[src/rtl/mcs_brg_pkg.sv]
// Shared types and constants for the N-slot MCS I/O-bus bridge.
// Optional ack/wait/timeout support is enabled with MCS_BRG_WAIT_EN.
package mcs_brg_pkg;

    typedef enum logic [1:0] {
        IDLE = 2'd0,
        REQ  = 2'd1,
        WAIT = 2'd2,
        DONE = 2'd3
    } brg_state_t;

    typedef enum logic {
        RD = 1'b0,
        WR = 1'b1
    } brg_op_t;

    localparam int ERR_MISS = 0;
    localparam int ERR_TMO  = 1;
    localparam int ERR_OVR  = 2;

    localparam logic [31:0] MISS_DATA = 32'h0;

    function automatic int sel_w(input int n);
        return (n <= 2) ? 1 : $clog2(n);
    endfunction

endpackage

[src/rtl/brg_addr_decode.sv]
// Combinational window decoder: base-tag compare plus slot index.
// Shared by the bridge and its testbench.
module brg_addr_decode
    import mcs_brg_pkg::*;
#(
    parameter logic [31:0] BRG_BASE = 32'hc000_0000,
    parameter int          N_SLOT   = 2,
    parameter int          ADDR_W   = 21,
    localparam int         SEL_W    = sel_w(N_SLOT)
) (
    input  logic [31:0]      addr,
    output logic             hit,
    output logic [SEL_W-1:0] slot
);

    localparam int LSB = ADDR_W + 2 + SEL_W;

    logic unused_addr;
    assign unused_addr = ^addr[ADDR_W+1:0];

    // Tag above the slot field must match the base; slot must exist.
    always_comb begin
        slot = addr[ADDR_W+2 +: SEL_W];
        hit  = ((addr >> LSB) == (BRG_BASE >> LSB))
            && ({1'b0, slot} < (SEL_W+1)'(N_SLOT));
    end

endmodule

[src/rtl/mcs_bus_bridge_nslot.sv]
// MCS I/O bus to N_SLOT FPro windows, registered, one transaction at a time.
// Define MCS_BRG_WAIT_EN for per-slot ack, WAIT state and timeout.
module mcs_bus_bridge_nslot
    import mcs_brg_pkg::*;
#(
    parameter logic [31:0] BRG_BASE = 32'hc000_0000,
    parameter int          N_SLOT   = 2,
    parameter int          ADDR_W   = 21,
    parameter int          TIMEOUT  = 255
) (
    input  logic                clk,
    input  logic                reset_n,
    input  logic                io_addr_strobe,
    input  logic                io_read_strobe,
    input  logic                io_write_strobe,
    input  logic [3:0]          io_byte_enable,
    input  logic [31:0]         io_address,
    input  logic [31:0]         io_write_data,
    output logic [31:0]         io_read_data,
    output logic                io_ready,
    output logic [N_SLOT-1:0]   fp_cs,
    output logic                fp_wr,
    output logic                fp_rd,
    output logic [ADDR_W-1:0]   fp_addr,
    output logic [3:0]          fp_be,
    output logic [31:0]         fp_wr_data,
    input  logic [32*N_SLOT-1:0] fp_rd_data,
    input  logic [N_SLOT-1:0]   fp_ack,
    input  logic                err_clr,
    output logic [2:0]          err_flags
);

    localparam int SEL_W = sel_w(N_SLOT);

    brg_state_t       state;
    brg_state_t       state_nx;
    brg_op_t          op;
    logic [SEL_W-1:0] slot;
    logic [SEL_W-1:0] dec_slot;
    logic             dec_hit;
    logic             start;
    logic             active;
    logic             ack;
    logic             capture;
    logic             miss_ev;
    logic             tmo_ev;
    logic             ovr_ev;
    logic [31:0]      rd_sel;
    logic [31:0]      rdata_q;
    logic [2:0]       err_q;

    brg_addr_decode #(
        .BRG_BASE (BRG_BASE),
        .N_SLOT   (N_SLOT),
        .ADDR_W   (ADDR_W)
    ) u_dec (
        .addr (io_address),
        .hit  (dec_hit),
        .slot (dec_slot)
    );

    assign start  = io_addr_strobe & (io_read_strobe | io_write_strobe);
    assign active = (state == REQ) || (state == WAIT);
    assign ovr_ev = start && (state != IDLE);
    assign rd_sel = fp_rd_data[32*slot +: 32];

`ifdef MCS_BRG_WAIT_EN
    logic [15:0] cnt;
    logic        tmo;

    assign ack = fp_ack[slot];
    assign tmo = (cnt == 16'(TIMEOUT));

    // Wait-cycle counter, live only while parked in WAIT.
    always_ff @(posedge clk or negedge reset_n) begin
        if (!reset_n) begin
            cnt <= '0;
        end else if (state == WAIT && state_nx == WAIT) begin
            cnt <= cnt + 16'd1;
        end else begin
            cnt <= '0;
        end
    end
`else
    logic unused_cfg;

    assign ack        = 1'b1;
    assign unused_cfg = ^{fp_ack, 16'(TIMEOUT)};
`endif

    // Next-state decode and single-cycle event strobes.
    always_comb begin
        state_nx = state;
        capture  = 1'b0;
        miss_ev  = 1'b0;
        tmo_ev   = 1'b0;
        case (state)
            IDLE: begin
                if (start) begin
                    if (dec_hit) begin
                        state_nx = REQ;
                    end else begin
                        state_nx = DONE;
                        miss_ev  = 1'b1;
                    end
                end
            end
            REQ: begin
                if (ack) begin
                    state_nx = DONE;
                    capture  = 1'b1;
                end else begin
                    state_nx = WAIT;
                end
            end
`ifdef MCS_BRG_WAIT_EN
            WAIT: begin
                if (ack) begin
                    state_nx = DONE;
                    capture  = 1'b1;
                end else if (tmo) begin
                    state_nx = DONE;
                    tmo_ev   = 1'b1;
                end
            end
`else
            WAIT: state_nx = IDLE;
`endif
            DONE:    state_nx = IDLE;
            default: state_nx = IDLE;
        endcase
    end

    // One-hot chip select for the latched slot while the access is open.
    always_comb begin
        fp_cs = '0;
        for (int k = 0; k < N_SLOT; k++) begin
            fp_cs[k] = active && (slot == SEL_W'(k));
        end
    end

    assign fp_wr        = (state == REQ) && (op == WR);
    assign fp_rd        = (state == REQ) && (op == RD);
    assign io_ready     = (state == DONE);
    assign io_read_data = rdata_q;
    assign err_flags    = err_q;

    // State, request latch, returned data and sticky error flags.
    always_ff @(posedge clk or negedge reset_n) begin
        if (!reset_n) begin
            state      <= IDLE;
            op         <= RD;
            slot       <= '0;
            fp_addr    <= '0;
            fp_be      <= '0;
            fp_wr_data <= '0;
            rdata_q    <= '0;
            err_q      <= '0;
        end else begin
            state <= state_nx;
            if (state == IDLE && start) begin
                op         <= io_write_strobe ? WR : RD;
                slot       <= dec_slot;
                fp_addr    <= io_address[ADDR_W+1:2];
                fp_be      <= io_byte_enable;
                fp_wr_data <= io_write_data;
            end
            if (capture && op == RD) begin
                rdata_q <= rd_sel;
            end
            if (miss_ev || (tmo_ev && op == RD)) begin
                rdata_q <= MISS_DATA;
            end
            err_q <= (err_q & ~{3{err_clr}})
                   | {ovr_ev, tmo_ev, miss_ev};
        end
    end

endmodule

[config.mk]
export PLATFORM = sky130hd
export DESIGN_NAME = mcs_bus_bridge_nslot
export DESIGN_NICKNAME = d
export VERILOG_FILES = /design/src/rtl/mcs_brg_pkg.sv /design/src/rtl/brg_addr_decode.sv /design/src/rtl/mcs_bus_bridge_nslot.sv
export SDC_FILE = /design/constraint.sdc
export NUM_CORES = 1
export LEC_CHECK = 0
export ABC_AREA = 0
export BUFFER_PORTS_ARGS = -buffer_cell sky130_fd_sc_hd__buf_2
export CAP_MARGIN = 40
export CORE_MARGIN = 3
export CORE_UTILIZATION = 47
export CTS_CLUSTER_DIAMETER = 50
export CTS_CLUSTER_SIZE = 10
export DETAILED_ROUTE_END_ITERATION = 12
export PLACE_DENSITY = 0.93
export SKIP_CTS_REPAIR_TIMING = 1
export SLEW_MARGIN = 15
export SYNTH_ARGS = -nofsm -noshare
export SYNTH_HDL_FRONTEND = slang
export SYNTH_HIERARCHICAL = 1
export SYNTH_SLANG_ARGS = --single-unit
export TNS_END_PERCENT = 5
[constraint.sdc]
create_clock -name clk -period 2.64 [get_ports clk]
set_input_delay 0.132 -clock clk [delete_from_list [all_inputs] [get_ports clk]]
set_output_delay 0.132 -clock clk [all_outputs]
set_load 0.02 [all_outputs]
-- Word-level counts from Yosys, hierarchy flattened
Index checks and enable logic that the tools add are counted.
- eq/ne operators: 5
- shifts and indexed selects: 1
- mux-type cells: 10
- bitwise gates (word level): 7
- reductions and logical operators: 12
- operators by type and width (kind ; count):
    32-bit 2-to-1 mux ; 2
    64-bit by 7-bit variable part select with 32-bit output ; 1
    8-bit == test, second input constant ; 1
    1-bit logical AND ; 7
    2-bit case mux with 3 select lines ; 1
    1-bit 2-to-1 mux ; 5
    2-bit == test, second input constant ; 2
    2-bit 2-to-1 mux ; 2
    2-bit nonzero test ; 2
    3-bit bitwise AND ; 1
    3-bit NOT ; 1
    3-bit bitwise OR ; 1
    2-bit by 1-bit == test with 1-bit output, second input constant ; 1
    2-bit logical NOT ; 1
    2-bit inequality test, second input constant ; 1
    1-bit NOT ; 2
    2-bit OR reduction ; 1
    1-bit bitwise AND ; 1
    1-bit logical OR ; 1
    1-bit bitwise OR ; 1
- register bits after elaboration: 96
- input port bits: 140

-- Longest topological paths before layout
Gate-level depths: netlist of the first run.
- word-level depth: 5
- mapped depth: 7
- gate-level depth less buffers: 5

-- Hierarchy
The synthesis of the first run kept the hierarchy.
- by module, submodules not included (module ; instances ; cells each ; area each (sq um) ; sequential area each (sq um)):
    mcs_bus_bridge_nslot ; 1 ; 295 ; 4076.4 ; 2402.3
    brg_addr_decode ; 1 ; 4 ; 31.3 ; 0.0

-- Least setup slack after synthesis of the first run
OpenSTA, ideal clock, no wires.
- path type: register to register
- start point: register state[1]
- end point: register rdata_q[22] (netlist: io_read_data[22])
- setup time: 0.155 ns
- data arrival time: 1.470 ns
- required time: 2.485 ns
- setup slack: 1.015 ns
- stages on the path, launching flop included: 7
- clock period less this slack: 1.625 ns
- cell sequence: dfrtp_1 inv_1 ha_1 nor2b_1 buf_4 clkbuf_1 a211oi_1
- longest elaborated chain between the ends: 4
- ends and longest elaborated chain (item ; line ; source):
    start: declaration ; mcs_bus_bridge_nslot.sv:35 ; brg_state_t state;
    start signal: assignment ; mcs_bus_bridge_nslot.sv:160 ; state <= state_nx;
    2-bit by 1-bit == test with 1-bit output ; mcs_bus_bridge_nslot.sv:97 ; case (state)
    1-bit 2-to-1 mux ; mcs_bus_bridge_nslot.sv:97 ;
    1-bit logical AND ; mcs_bus_bridge_nslot.sv:168 ; if (capture && op == RD) begin
    2-bit nonzero test (no source line) ; - ;
    end signal: assignment ; mcs_bus_bridge_nslot.sv:169 ; rdata_q <= rd_sel;
    end: declaration ; mcs_bus_bridge_nslot.sv:49 ; logic [31:0] rdata_q;
Parallel ways exist; a longest one is shown, timed or not.
A chain may end at the register's enable or synchronous reset.

-- Worst setup path after layout of the first run
- start point: register state[1]
- end point: output fp_rd
- longest elaborated chain between the ends: 2
- ends and longest elaborated chain (item ; line ; source):
    2-bit by 1-bit == test with 1-bit output ; mcs_bus_bridge_nslot.sv:143 ; assign fp_rd = (state == REQ) && (op == RD);
    1-bit logical AND ; mcs_bus_bridge_nslot.sv:143 ;
    end: declaration ; mcs_bus_bridge_nslot.sv:23 ; output logic fp_rd,
Every way passes these cells.

==> results by group, run 1 <==
Outcome
  • Result of the run: complete, no violations

Global route
  • Global-route usage over all layers: 0.1961
  • Global-route congestion overflow total: 0
  • Global-route wire length before repair: 15.70 mm
  • Vias in the first global route: 3,424
  • Number of antenna violations at the first check in global routing: 0
  • Pin count of the biggest net entering global routing: 66

Detailed routing
  • Overall routed net length: 10.03 mm
  • Number of nets with antenna violations after routing: 0
  • Per-cell via count in the routed design: 4.897
  • Remaining routing DRC violations: 0
  • Average routed wire per standard cell: 15.36 µm
  • First-pass iteration count of the detailed router: 4
  • Vias: 3,198
  • Initial DRC count: 48

Power and ir drop
  • Sw Share: 0.4259
  • IR drop worst, VDD: 721.1 µV
  • Power density relative to cell area: 1254 nW/µm²
  • Leakage: 2.892 nW
  • Sw power: 3.032 mW
  • Combinational power share: 0.500
  • Sequential fraction of design power: 0.372
  • Internal power consumption: 4.086 mW
  • Share of total power in the clock network: 0.128

CTS
  • Number of buffers inserted during clock tree synthesis: 9
  • TritonCTS Sinks: 96
  • H-tree depth: 3
  • Root Buffer Master: clkbuf_8
  • Clock transition at path regs: 0.11 ns
  • Clk buf depth: 2
  • Insertion delay to the later sink of the worst-skew pair: 0.35 ns
  • CTS tree: yes

Floorplanning
  • I/O pin cnt: 237
  • Die X-Extent: 99.49 µm
  • Die Span Y: 99.49 µm
  • Initial cell density of the core: 0.4925
  • Number of placement rows: 33
  • Core area: 8341 µm²
  • Floorplan die area: 9897 µm²

STA
  • Setup repair after global routing missed its margin: no
  • Max Clock Skew: 0.01612 ns
  • Worst setup slack after layout: 0.5803 ns
  • Total Neg Setup Slack: 0 ns
  • Setup violations, final: 0
  • Worst Max-Slew Pin Slew: 0.5932 ns
  • Number of max-slew violations in the final report: 0
  • Final Hold Fails: 0
  • Final min period: 2.060 ns
  • Share of the clock period used by the worst path after layout: 0.7802
  • Achievable frequency: 485.5 MHz
  • Max_slew headroom: 0.6046
  • Hold Worst Slack: 0.004040 ns

Final layout
  • Leading cell types in the layout, fill and taps excluded: 231 x buf_2, 95 x dfrtp_1, 54 x mux2_2
  • Layout overhead on the synthesized area: 38.23%
  • Area of all sequential standard cells: 2404 µm²
  • Nets: 687
  • Most common cell after layout, fill and taps aside: buf_2
  • Area used by multi-input combinational logic: 1548 µm²
  • Number of fill cells in the layout: 598
  • Proportion of layout cells with a drive suffix above 1: 0.5766
  • Count of placed standard cells in the final layout, fillers left out: 653
  • Final Util: 0.6808
  • Ant diodes: 0

Synth
  • Number of synthesized register bits: 96
  • Share of synthesized area occupied by flip-flops and latches: 0.5848
  • Count of cell types in the netlist: 26
  • Synthesis Warnings: 6
  • Netlist Area Pre-Place: 4108 µm²
  • Synthesized netlist cell count: 299
  • Syn avg cell area: 13.74 µm²
  • Post-synth top area cell: dfrtp_1
  • Net count of the mapped netlist: 443
  • Post-synth top area share: 0.5848
  • Largest cells by area after synthesis: dfrtp_1 58%, mux2_2 15%, mux2i_1 7.8%, a211oi_1 5.5%, nor2_1 2.9%

Placed design
  • Post-Place Setup Slack: 0.8179 ns
  • Final weighted congestion in routability-driven placement: 0.7491
  • Input/output buffers: 232
  • Inst Count DP: 621
  • Post-DP HPWL: 7.625 mm

Setup path
  • Worst endpoint required time: 2.51 ns
  • Endpoint arrival time on the critical path: 1.93 ns
  • Critical path fanouts, max: 65
  • Slack of the worst reg-to-reg path: 0.85 ns
  • Critical Path Start Type: flop
  • Crit. End Element: output port
  • CP Class: reg2out

Worst hold path
  • Class of the worst hold path: in2reg

Flow run
  • Count of max-cap constraint violations: 0
synthesized netlist by cell type (all sizes together):
master,number
a21oi,1
a31oi,2
mux2,59
mux2i,32
o211ai,1
ha,4
o22ai,2
or4,1
o21ai,1
and2,2
nor2,33
nor4,1
inv,4
nor2b,3
a22oi,1
dfrtp,96
buf,17
a211oi,32
clkbuf,4
nand2,2
or2,1
worst paths after layout:
| kind | startpoint | end | cells after the start |
|---|---|---|---|
| min in group asynchronous | reset_n | fp_addr[0] | 2 |
| max in group asynchronous | reset_n | fp_wr_data[7] | 3 |
| hold reg to reg | fp_wr_data[17] | fp_wr_data[17] | 1 |
| hold / removal | io_write_data[24] | fp_wr_data[24] | 2 |
| setup reg to reg | state[0] | fp_wr_data[0] | 5 |
| setup / recovery | state[1] | fp_rd | 5 |
cells by family (layout without fill, tap and decap cells):
kind of cell,Yosys count,after routing,synth area share
buffers and inverters,25,274,0.04021
AND/OR/NAND/NOR,43,43,0.04661
multiplexers,91,91,0.2397
AO/OA/AOI/OAI,40,40,0.07645
flip-flops,96,96,0.5848
adder cells (fa/ha/maj),4,4,0.01218
stage by stage:
stage / cell area (µm²) / power, mW
6_report: 5678 / 7.118
5_1_grt: 5678 / 7.578
4_1_cts: 5518 / 7.173
3_5_place_dp: 5331 / 6.267
3_3_place_gp: 5331 / 6.106
2_1_floorplan: 4108 / 5.071
state kept, by name, summed over array words and instances, names as in the netlist:
signal and count:
err_flags 3, fp_addr 21, fp_be 4, fp_wr_data 32, io_read_data 32, op 1
slot 1, state 2
worst max-delay path, cell delays in order, from the launching register on:
cell	delay [ns]
dfrtp_1	0.39
inv_1	0.11
ha_1	0.19
nor2b_4	0.13
buf_4	0.48
buf_2	0.28
power by group through the flow:
| stage | clock (mW) | sequential (mW) | combinational, mW |
|---|---|---|---|
| final | 0.910 | 2.65 | 3.56 |
| after global routing | 0.995 | 2.75 | 3.83 |
| after CTS | 0.938 | 2.66 | 3.58 |
| after detailed placement | 0 | 2.68 | 3.59 |
| after global placement | 0 | 2.63 | 3.47 |
| after floorplan | 0 | 3.49 | 1.59 |
layer usage:
layer | wire length [µm] | share of wire | track usage
met1 | 3863 | 0.39 | 0.2311
met2 | 5239 | 0.52 | 0.3580
met3 | 796 | 0.079 | 0.04137
met4 | 129 | 0.013 | 0.05987
met5 | 0 | 0 | 0
final cells by class:
type / count / area share
sequential: 96 / 0.4233
multi-input combinational: 178 / 0.2726
timing repair buffer: 254 / 0.2455
tap: 105 / 0.02314
clock buffer: 9 / 0.02182
clock inverter: 7 / 0.01102
inverter: 4 / 0.002644
Note: power is estimated with default switching activity, not from simulation.
==> run 2: changes to the inputs <==
--- a/config.mk
+++ b/config.mk
@@ -5,15 +5,15 @@
 export SDC_FILE = /design/constraint.sdc
 export NUM_CORES = 1
 export LEC_CHECK = 0
-export ABC_AREA = 0
+export ABC_AREA = 1
 export BUFFER_PORTS_ARGS = -buffer_cell sky130_fd_sc_hd__buf_2
 export CAP_MARGIN = 40
 export CORE_MARGIN = 3
-export CORE_UTILIZATION = 47
+export CORE_UTILIZATION = 45
 export CTS_CLUSTER_DIAMETER = 50
 export CTS_CLUSTER_SIZE = 10
 export DETAILED_ROUTE_END_ITERATION = 12
-export PLACE_DENSITY = 0.93
+export PLACE_DENSITY = 0.88
 export SKIP_CTS_REPAIR_TIMING = 1
 export SLEW_MARGIN = 15
 export SYNTH_ARGS = -nofsm -noshare
==> constraint.sdc (replaced) <==
create_clock -name clk -period 2.01 [get_ports clk]
set_input_delay 0.1005 -clock clk [delete_from_list [all_inputs] [get_ports clk]]
set_output_delay 0.1005 -clock clk [all_outputs]
set_load 0.02 [all_outputs]
==> results by group, run 2 <==
Global route
  • Vias in the first global route: 3,976 (was 3,424)
  • Global-route usage over all layers: 0.2028 (was 0.1961)
  • Number of antenna violations at the first check in global routing: 0 (unchanged)
  • Pin count of the biggest net entering global routing: 75 (was 66)
  • Global-route congestion overflow total: 0 (unchanged)
  • Global-route wire length before repair: 18.36 mm (was 15.70 mm)

Placed design
  • Cell area after placement: 5675 µm² (was 5331 µm²)
  • Input/output buffers: 232 (unchanged)
  • Final weighted congestion in routability-driven placement: 0.8062 (was 0.7491)
  • Post-DP HPWL: 8.728 mm (was 7.625 mm)

Outcome
  • Violated checks: hold timing
  • Result of the run: complete, but fails checks (was complete, no violations)

Setup path
  • Worst endpoint required time: 1.91 ns (was 2.51 ns)
  • Count of cells along the worst register-to-register path: 6 (was 5)
  • Critical Path Start Type: flop (unchanged)
  • Endpoint arrival time on the critical path: 1.71 ns (was 1.93 ns)
  • Slack of the worst reg-to-reg path: 0.35 ns (was 0.85 ns)
  • End of the worst register-to-register path: fp_addr[12] (was fp_wr_data[0])
  • CP Class: reg2out (unchanged)
  • Startpoint of the most critical register-to-register path: state[0] (unchanged)
  • Crit. End Element: output port (unchanged)
  • Worst setup endpoint: fp_rd (unchanged)
  • Launching element of the worst setup path: state[1] (unchanged)
  • Critical path fanouts, max: 29 (was 65)

Final layout
  • Nets: 936 (was 687)
  • Post-Layout Inst Area: 6213 µm² (was 5678 µm²)
  • Area used by multi-input combinational logic: 1419 µm² (was 1548 µm²)
  • Area of all sequential standard cells: 2404 µm² (unchanged)
  • Layout overhead on the synthesized area: 41.12% (was 38.23%)
  • Ant diodes: 0 (unchanged)
  • Proportion of layout cells with a drive suffix above 1: 0.3287 (was 0.5766)
  • Number of fill cells in the layout: 784 (was 598)
  • Leading cell types in the layout, fill and taps excluded: 231 x buf_2, 132 x nand2_1, 104 x inv_1 (was 231 x buf_2, 95 x dfrtp_1, 54 x mux2_2)
  • Most common cell after layout, fill and taps aside: buf_2 (unchanged)

Synth
  • Net count of the mapped netlist: 684 (was 443)
  • Most frequent cell after synthesis: nand2_1 (was dfrtp_1)
  • Number of synthesized register bits: 96 (unchanged)
  • Synthesis Warnings: 6 (unchanged)
  • Synth top cells by count: 132 x nand2_1, 104 x inv_1, 96 x dfrtp_1 (was 96 x dfrtp_1, 54 x mux2_2, 32 x mux2i_1, 32 x nor2_1, 30 x a211oi_1)
  • Post-synth top area share: 0.5456 (was 0.5848)
  • Ys async rst share: 1.000 (unchanged)
  • Share of synthesized area occupied by flip-flops and latches: 0.5456 (was 0.5848)
  • Number of flops mapped to enable cells by yosys: 0 (unchanged)
  • Syn avg cell area: 8.154 µm² (was 13.74 µm²)
  • Synthesized netlist cell count: 540 (was 299)
  • Largest cells by area after synthesis: dfrtp_1 55%, nand2_1 11%, inv_1 8.9%, o21ai_0 8.5%, nand3_1 7.3% (was dfrtp_1 58%, mux2_2 15%, mux2i_1 7.8%, a211oi_1 5.5%, nor2_1 2.9%)
  • Netlist Area Pre-Place: 4403 µm² (was 4108 µm²)
  • Predominant post-synthesis flop cell: dfrtp_1 (unchanged)
  • Post-synth top area cell: dfrtp_1 (unchanged)
  • Count of cell types in the netlist: 18 (was 26)

CTS
  • Insertion delay to the later sink of the worst-skew pair: 0.35 ns (about the same)
  • TritonCTS Sinks: 96 (unchanged)
  • CTS tree: yes (unchanged)
  • Root Buffer Master: clkbuf_8 (unchanged)
  • Number of buffers inserted during clock tree synthesis: 9 (unchanged)
  • Clock transition at path regs: 0.09 ns (was 0.11 ns)
  • Clk buf depth: 2 (unchanged)
  • H-tree depth: 3 (unchanged)

Power and ir drop
  • Power density relative to cell area: 1424 nW/µm² (was 1254 nW/µm²)
  • IR drop worst, VDD: 776.8 µV (was 721.1 µV)
  • Final total power: 8.849 mW (was 7.118 mW)
  • Leakage: 3.721 nW (was 2.892 nW)

Floorplanning
  • Die Span Y: 104.9 µm (was 99.49 µm)
  • Floorplan die area: 11,010 µm² (was 9897 µm²)
  • Number of placement rows: 35 (was 33)
  • Initial cell density of the core: 0.4698 (was 0.4925)
  • I/O pin cnt: 237 (unchanged)
  • Die X-Extent: 104.9 µm (was 99.49 µm)
  • Core area: 9371 µm² (was 8341 µm²)

Flow run
  • Count of max-cap constraint violations: 0 (unchanged)

STA
  • Final Hold Fails: 3 (was 0)
  • Final min period: 1.808 ns
  • Max Clock Skew: 0.01116 ns (was 0.01612 ns)
  • Number of max-slew violations in the final report: 0 (unchanged)
  • Setup violations, final: 0 (unchanged)
  • Worst Max-Slew Pin Slew: 0.3541 ns (was 0.5932 ns)
  • Max_slew headroom: 0.7640 (was 0.6046)
  • Achievable frequency: 553.1 MHz
  • Share of the clock period used by the worst path after layout: 0.8995
  • Total Neg Setup Slack: 0 ns (unchanged)
  • Hold Worst Slack: -0.003487 ns (was 0.004040 ns)
  • Setup repair after global routing missed its margin: no (unchanged)

Detailed routing
  • Initial DRC count: 200 (was 48)
  • Average routed wire per standard cell: 13.78 µm (was 15.36 µm)
  • First-pass iteration count of the detailed router: 5 (was 4)
  • Number of nets with antenna violations after routing: 0 (unchanged)
  • Overall routed net length: 12.76 mm (was 10.03 mm)
  • Vias: 4,325 (was 3,198)
  • Remaining routing DRC violations: 0 (unchanged)
  • Per-cell via count in the routed design: 4.671 (was 4.897)

Worst hold path
  • Class of the worst hold path: in2reg (unchanged)
[run 2: changes by cell type after synthesis, moves of 30 or more]
cell / delta
nand2_1: +130
inv_1: +100
mux2_2: -54
mux2i_1: -32
o21ai_0: +74
nand3_1: +64
a211oi_1: -30
[run 2: cell type report]
cell class                      instances  area share
Clock inverter                          6     0.01450
Sequential cell                        96      0.3868
Timing Repair Buffer                  274      0.2610
Multi-Input combinational cell        307      0.2284
Clock buffer                           10     0.02054
Tap cell                              129     0.02598
Inverter                              104     0.06283
[run 2: how the worst min path moves through the flow]
| stage | startpoint | end | cells after the start |
|---|---|---|---|
| 3_5_place_dp | reset_n | io_read_data[18] | 1 |
| 2_1_floorplan | reset_n | err_flags[0] | 0 |
| 6_report | io_write_data[15] | fp_wr_data[15] | 3 |
| 3_3_place_gp | reset_n | io_read_data[18] | 1 |
| 5_1_grt | io_write_data[7] | fp_wr_data[7] | 3 |
| 4_1_cts | reset_n | io_read_data[18] | 1 |
[run 2: critical path, cell delays in order (launching register included)]
cell and delay, ns:
dfrtp_1 0.39, inv_1 0.12, ha_1 0.20, inv_1 0.08, nor2_4 0.18, buf_12 0.20
buf_2 0.19
[run 2: power breakdown]
part / leakage (nW) / switching [mW] / internal [mW]
sequential: 1.22 / 0.513 / 2.75
clock: 0.107 / 0.664 / 0.709
combinational: 2.39 / 2.77 / 1.45
[run 2: stage by stage]
| step | setup slack, ns | instances | utilization | hold slack (ns) |
|---|---|---|---|---|
| 2_1_floorplan | 0.6599 | 540 | - | -0.1951 |
| 3_3_place_gp | 0.4612 | 878 | 0.6056 | 0.01202 |
| 3_5_place_dp | 0.3865 | 878 | 0.6056 | 0.008427 |
| 4_1_cts | 0.1512 | 894 | 0.6288 | -0.3860 |
| 5_1_grt | 0.05315 | 926 | 0.6630 | -0.009128 |
| 6_report | 0.2020 | 926 | 0.6630 | -0.003487 |
[run 2: cells by family after synthesis]
group,count (synthesis),share of synthesized area
flip-flops,96,0.5456
adder cells (fa/ha/maj),4,0.01137
AND/OR/NAND/NOR,206,0.1986
AO/OA/AOI/OAI,97,0.1105
buffers and inverters,137,0.1338
[run 2: layer usage]
layer,part of all wire,GRT usage
met5,0,0
met4,0.020,0.06654
met3,0.098,0.06980
met2,0.50,0.3456
met1,0.39,0.2398
==> run 3: changes to the inputs <==
--- a/config.mk
+++ b/config.mk
@@ -5,11 +5,10 @@
 export SDC_FILE = /design/constraint.sdc
 export NUM_CORES = 1
 export LEC_CHECK = 0
-export ABC_AREA = 1
 export BUFFER_PORTS_ARGS = -buffer_cell sky130_fd_sc_hd__buf_2
 export CAP_MARGIN = 40
-export CORE_MARGIN = 3
-export CORE_UTILIZATION = 45
+export CORE_MARGIN = 10
+export CORE_UTILIZATION = 44
 export CTS_CLUSTER_DIAMETER = 50
 export CTS_CLUSTER_SIZE = 10
 export DETAILED_ROUTE_END_ITERATION = 12
==> results by group, run 3 (synthesis results as in run 1) <==
Placed design
  • Final weighted congestion in routability-driven placement: 0.8532 (was 0.8062)
  • Input/output buffers: 232 (unchanged)
  • Post-Place Setup Slack: 0.2401 ns (was 0.3865 ns)
  • Cell area after placement: 5406 µm² (was 5675 µm²)
  • Inst Count DP: 631 (was 878)
  • Post-DP HPWL: 9.461 mm (was 8.728 mm)

Power and ir drop
  • IR drop worst, VDD: 872.2 µV (was 776.8 µV)
  • Leakage: 3.108 nW (was 3.721 nW)
  • Power density relative to cell area: 1576 nW/µm² (was 1424 nW/µm²)

STA
  • Worst Max-Slew Pin Slew: 0.5451 ns (was 0.3541 ns)
  • Setup repair after global routing missed its margin: no (unchanged)
  • Share of the clock period used by the worst path after layout: 0.9168 (was 0.8995)
  • Achievable frequency: 542.7 MHz (was 553.1 MHz)
  • Final min period: 1.843 ns (was 1.808 ns)
  • Setup violations, final: 0 (unchanged)
  • Final Hold Fails: 0 (was 3)
  • Number of max-slew violations in the final report: 0 (unchanged)
  • Max_slew headroom: 0.6328 (was 0.7640)
  • Max Clock Skew: 0.01004 ns (was 0.01116 ns)
  • Worst setup slack after layout: 0.1672 ns (was 0.2020 ns)
  • Total Neg Setup Slack: 0 ns (unchanged)

Floorplanning
  • Number of placement rows: 35 (unchanged)
  • Core area: 9153 µm² (was 9371 µm²)
  • Initial cell density of the core: 0.4488 (was 0.4698)
  • I/O pin cnt: 237 (unchanged)
  • Die Span Y: 116.6 µm (was 104.9 µm)
  • Die X-Extent: 116.6 µm (was 104.9 µm)
  • Floorplan die area: 13,600 µm² (was 11,010 µm²)

Global route
  • Vias in the first global route: 3,575 (was 3,976)
  • Global-route congestion overflow total: 0 (unchanged)
  • Global-route usage over all layers: 0.1655 (was 0.2028)
  • Number of antenna violations at the first check in global routing: 2 (was 0)
  • Pin count of the biggest net entering global routing: 66 (was 75)
  • Global-route wire length before repair: 17.84 mm (was 18.36 mm)

Final layout
  • Proportion of layout cells with a drive suffix above 1: 0.5369 (was 0.3287)
  • Nets: 735 (was 936)
  • Count of placed standard cells in the final layout, fillers left out: 709 (was 926)
  • Most common cell after layout, fill and taps aside: buf_2 (unchanged)
  • Final Util: 0.6789 (was 0.6630)
  • Layout overhead on the synthesized area: 51.26% (was 41.12%)
  • Leading cell types in the layout, fill and taps excluded: 231 x buf_2, 95 x dfrtp_1, 60 x dlygate4sd3_1 (was 231 x buf_2, 132 x nand2_1, 104 x inv_1)
  • Post-Layout Inst Area: 6213 µm² (unchanged)

Setup path
  • Stage delay of the slowest cell on the critical path: 0.41 ns (was 0.39 ns)
  • Count of cells along the worst register-to-register path: 5 (was 6)
  • Critical Path Start Type: flop (unchanged)
  • Worst Path Buf+Inv: 3 (was 4)
  • Largest delay share family, worst path: buffers and inverters (unchanged)
  • End of the worst register-to-register path: fp_wr_data[23] (was fp_addr[12])
  • Critical path fanouts, max: 65 (was 29)
  • CP Class: reg2out (unchanged)
  • Slowest cell on the critical path: dfrtp_1 (unchanged)
  • Critical path, cell by cell: inv_1 -> ha_1 -> nor2b_4 -> buf_12 -> buf_2 (was inv_1 -> ha_1 -> inv_1 -> nor2_4 -> buf_12 -> buf_2)
  • Endpoint arrival time on the critical path: 1.74 ns (was 1.71 ns)
  • Crit. End Element: output port (unchanged)
  • Slack of the worst reg-to-reg path: 0.20 ns (was 0.35 ns)
  • Startpoint of the most critical register-to-register path: state[1] (was state[0])
  • Worst endpoint required time: 1.91 ns (about the same)

Detailed routing
  • Remaining routing DRC violations: 0 (unchanged)
  • Overall routed net length: 13.67 mm (was 12.76 mm)
  • First-pass iteration count of the detailed router: 4 (was 5)
  • Initial DRC count: 172 (was 200)
  • Per-cell via count in the routed design: 4.945 (was 4.671)
  • Average routed wire per standard cell: 19.28 µm (was 13.78 µm)
  • Vias: 3,506 (was 4,325)
  • Number of nets with antenna violations after routing: 0 (unchanged)

CTS
  • Clk buf depth: 2 (unchanged)
  • H-tree depth: 3 (unchanged)
  • Root Buffer Master: clkbuf_8 (unchanged)
  • CTS tree: yes (unchanged)
  • Clock transition at path regs: 0.10 ns (was 0.09 ns)
  • Number of buffers inserted during clock tree synthesis: 9 (unchanged)
  • TritonCTS Sinks: 96 (unchanged)
  • Insertion delay to the later sink of the worst-skew pair: 0.35 ns (about the same)

Worst hold path
  • Hold Path Stages: 2 (was 3)
  • WHS Endpoint: op (was fp_wr_data[15])
  • Class of the worst hold path: in2reg (unchanged)
  • Hold Startpoint: io_write_strobe (was io_write_data[15])

Outcome
  • Result of the run: complete, no violations (was complete, but fails checks)

Flow run
  • Count of max-cap constraint violations: 0 (unchanged)
## run 3: changes by cell type in the layout (fill, tap and decap cells not counted), moves of 5 or more
cell           delta
o21ai_0          -74
mux2_1            +5
inv_1           -100
mux2_2           +54
a211oi_1         +30
nand2_1         -130
nor2_1           +27
dlygate4sd3_1    +28
nand3_1          -64
mux2i_1          +32
o21ai_1          -21
## run 3: cell type report
| type | instances | area (µm²) |
|---|---|---|
| multi-input combinational | 178 | 1548 |
| tap | 111 | 138.9 |
| antenna | 2 | 5.005 |
| clock buffer | 9 | 123.9 |
| timing repair buffer | 302 | 1902 |
| sequential | 96 | 2404 |
| fill | 649 | 2939 |
| clock inverter | 7 | 77.57 |
| inverter | 4 | 15.01 |
## run 3: routing by layer
layer	GRT usage	part of all wire	wire length [µm]
met5	0	0	0
met4	0.04530	0.012	160
met3	0.06831	0.10	1376
met2	0.2986	0.52	7149
met1	0.1733	0.36	4985
## run 3: power breakdown
group          switching [mW]  total [mW]  internal [mW]
sequential              0.580        3.50           2.92
clock                   0.705        1.29          0.590
combinational            2.91        5.00           2.09
## run 3: worst max-delay path by stage
stage	depth (start not counted)	start	to	slack, ns
after detailed placement	5	state[0]	slot	0.24
after CTS	5	state[1]	fp_rd	0.13
after floorplan	6	state[1]	io_read_data[22]	0.39
final	5	state[1]	fp_rd	0.17
after global routing	5	state[1]	fp_rd	0.01
after global placement	7	io_address[24]	io_read_data[20]	0.30
## run 3: through the flow
| stage | total power [mW] | hold slack (ns) |
|---|---|---|
| finish | 9.794 | 0.05062 |
| global placement | 8.200 | 0.02245 |
| global route | 10.42 | 0.03342 |
| detailed placement | 8.429 | 0.03223 |
| CTS | 9.727 | -0.3647 |
| floorplan | 6.660 | -0.1951 |
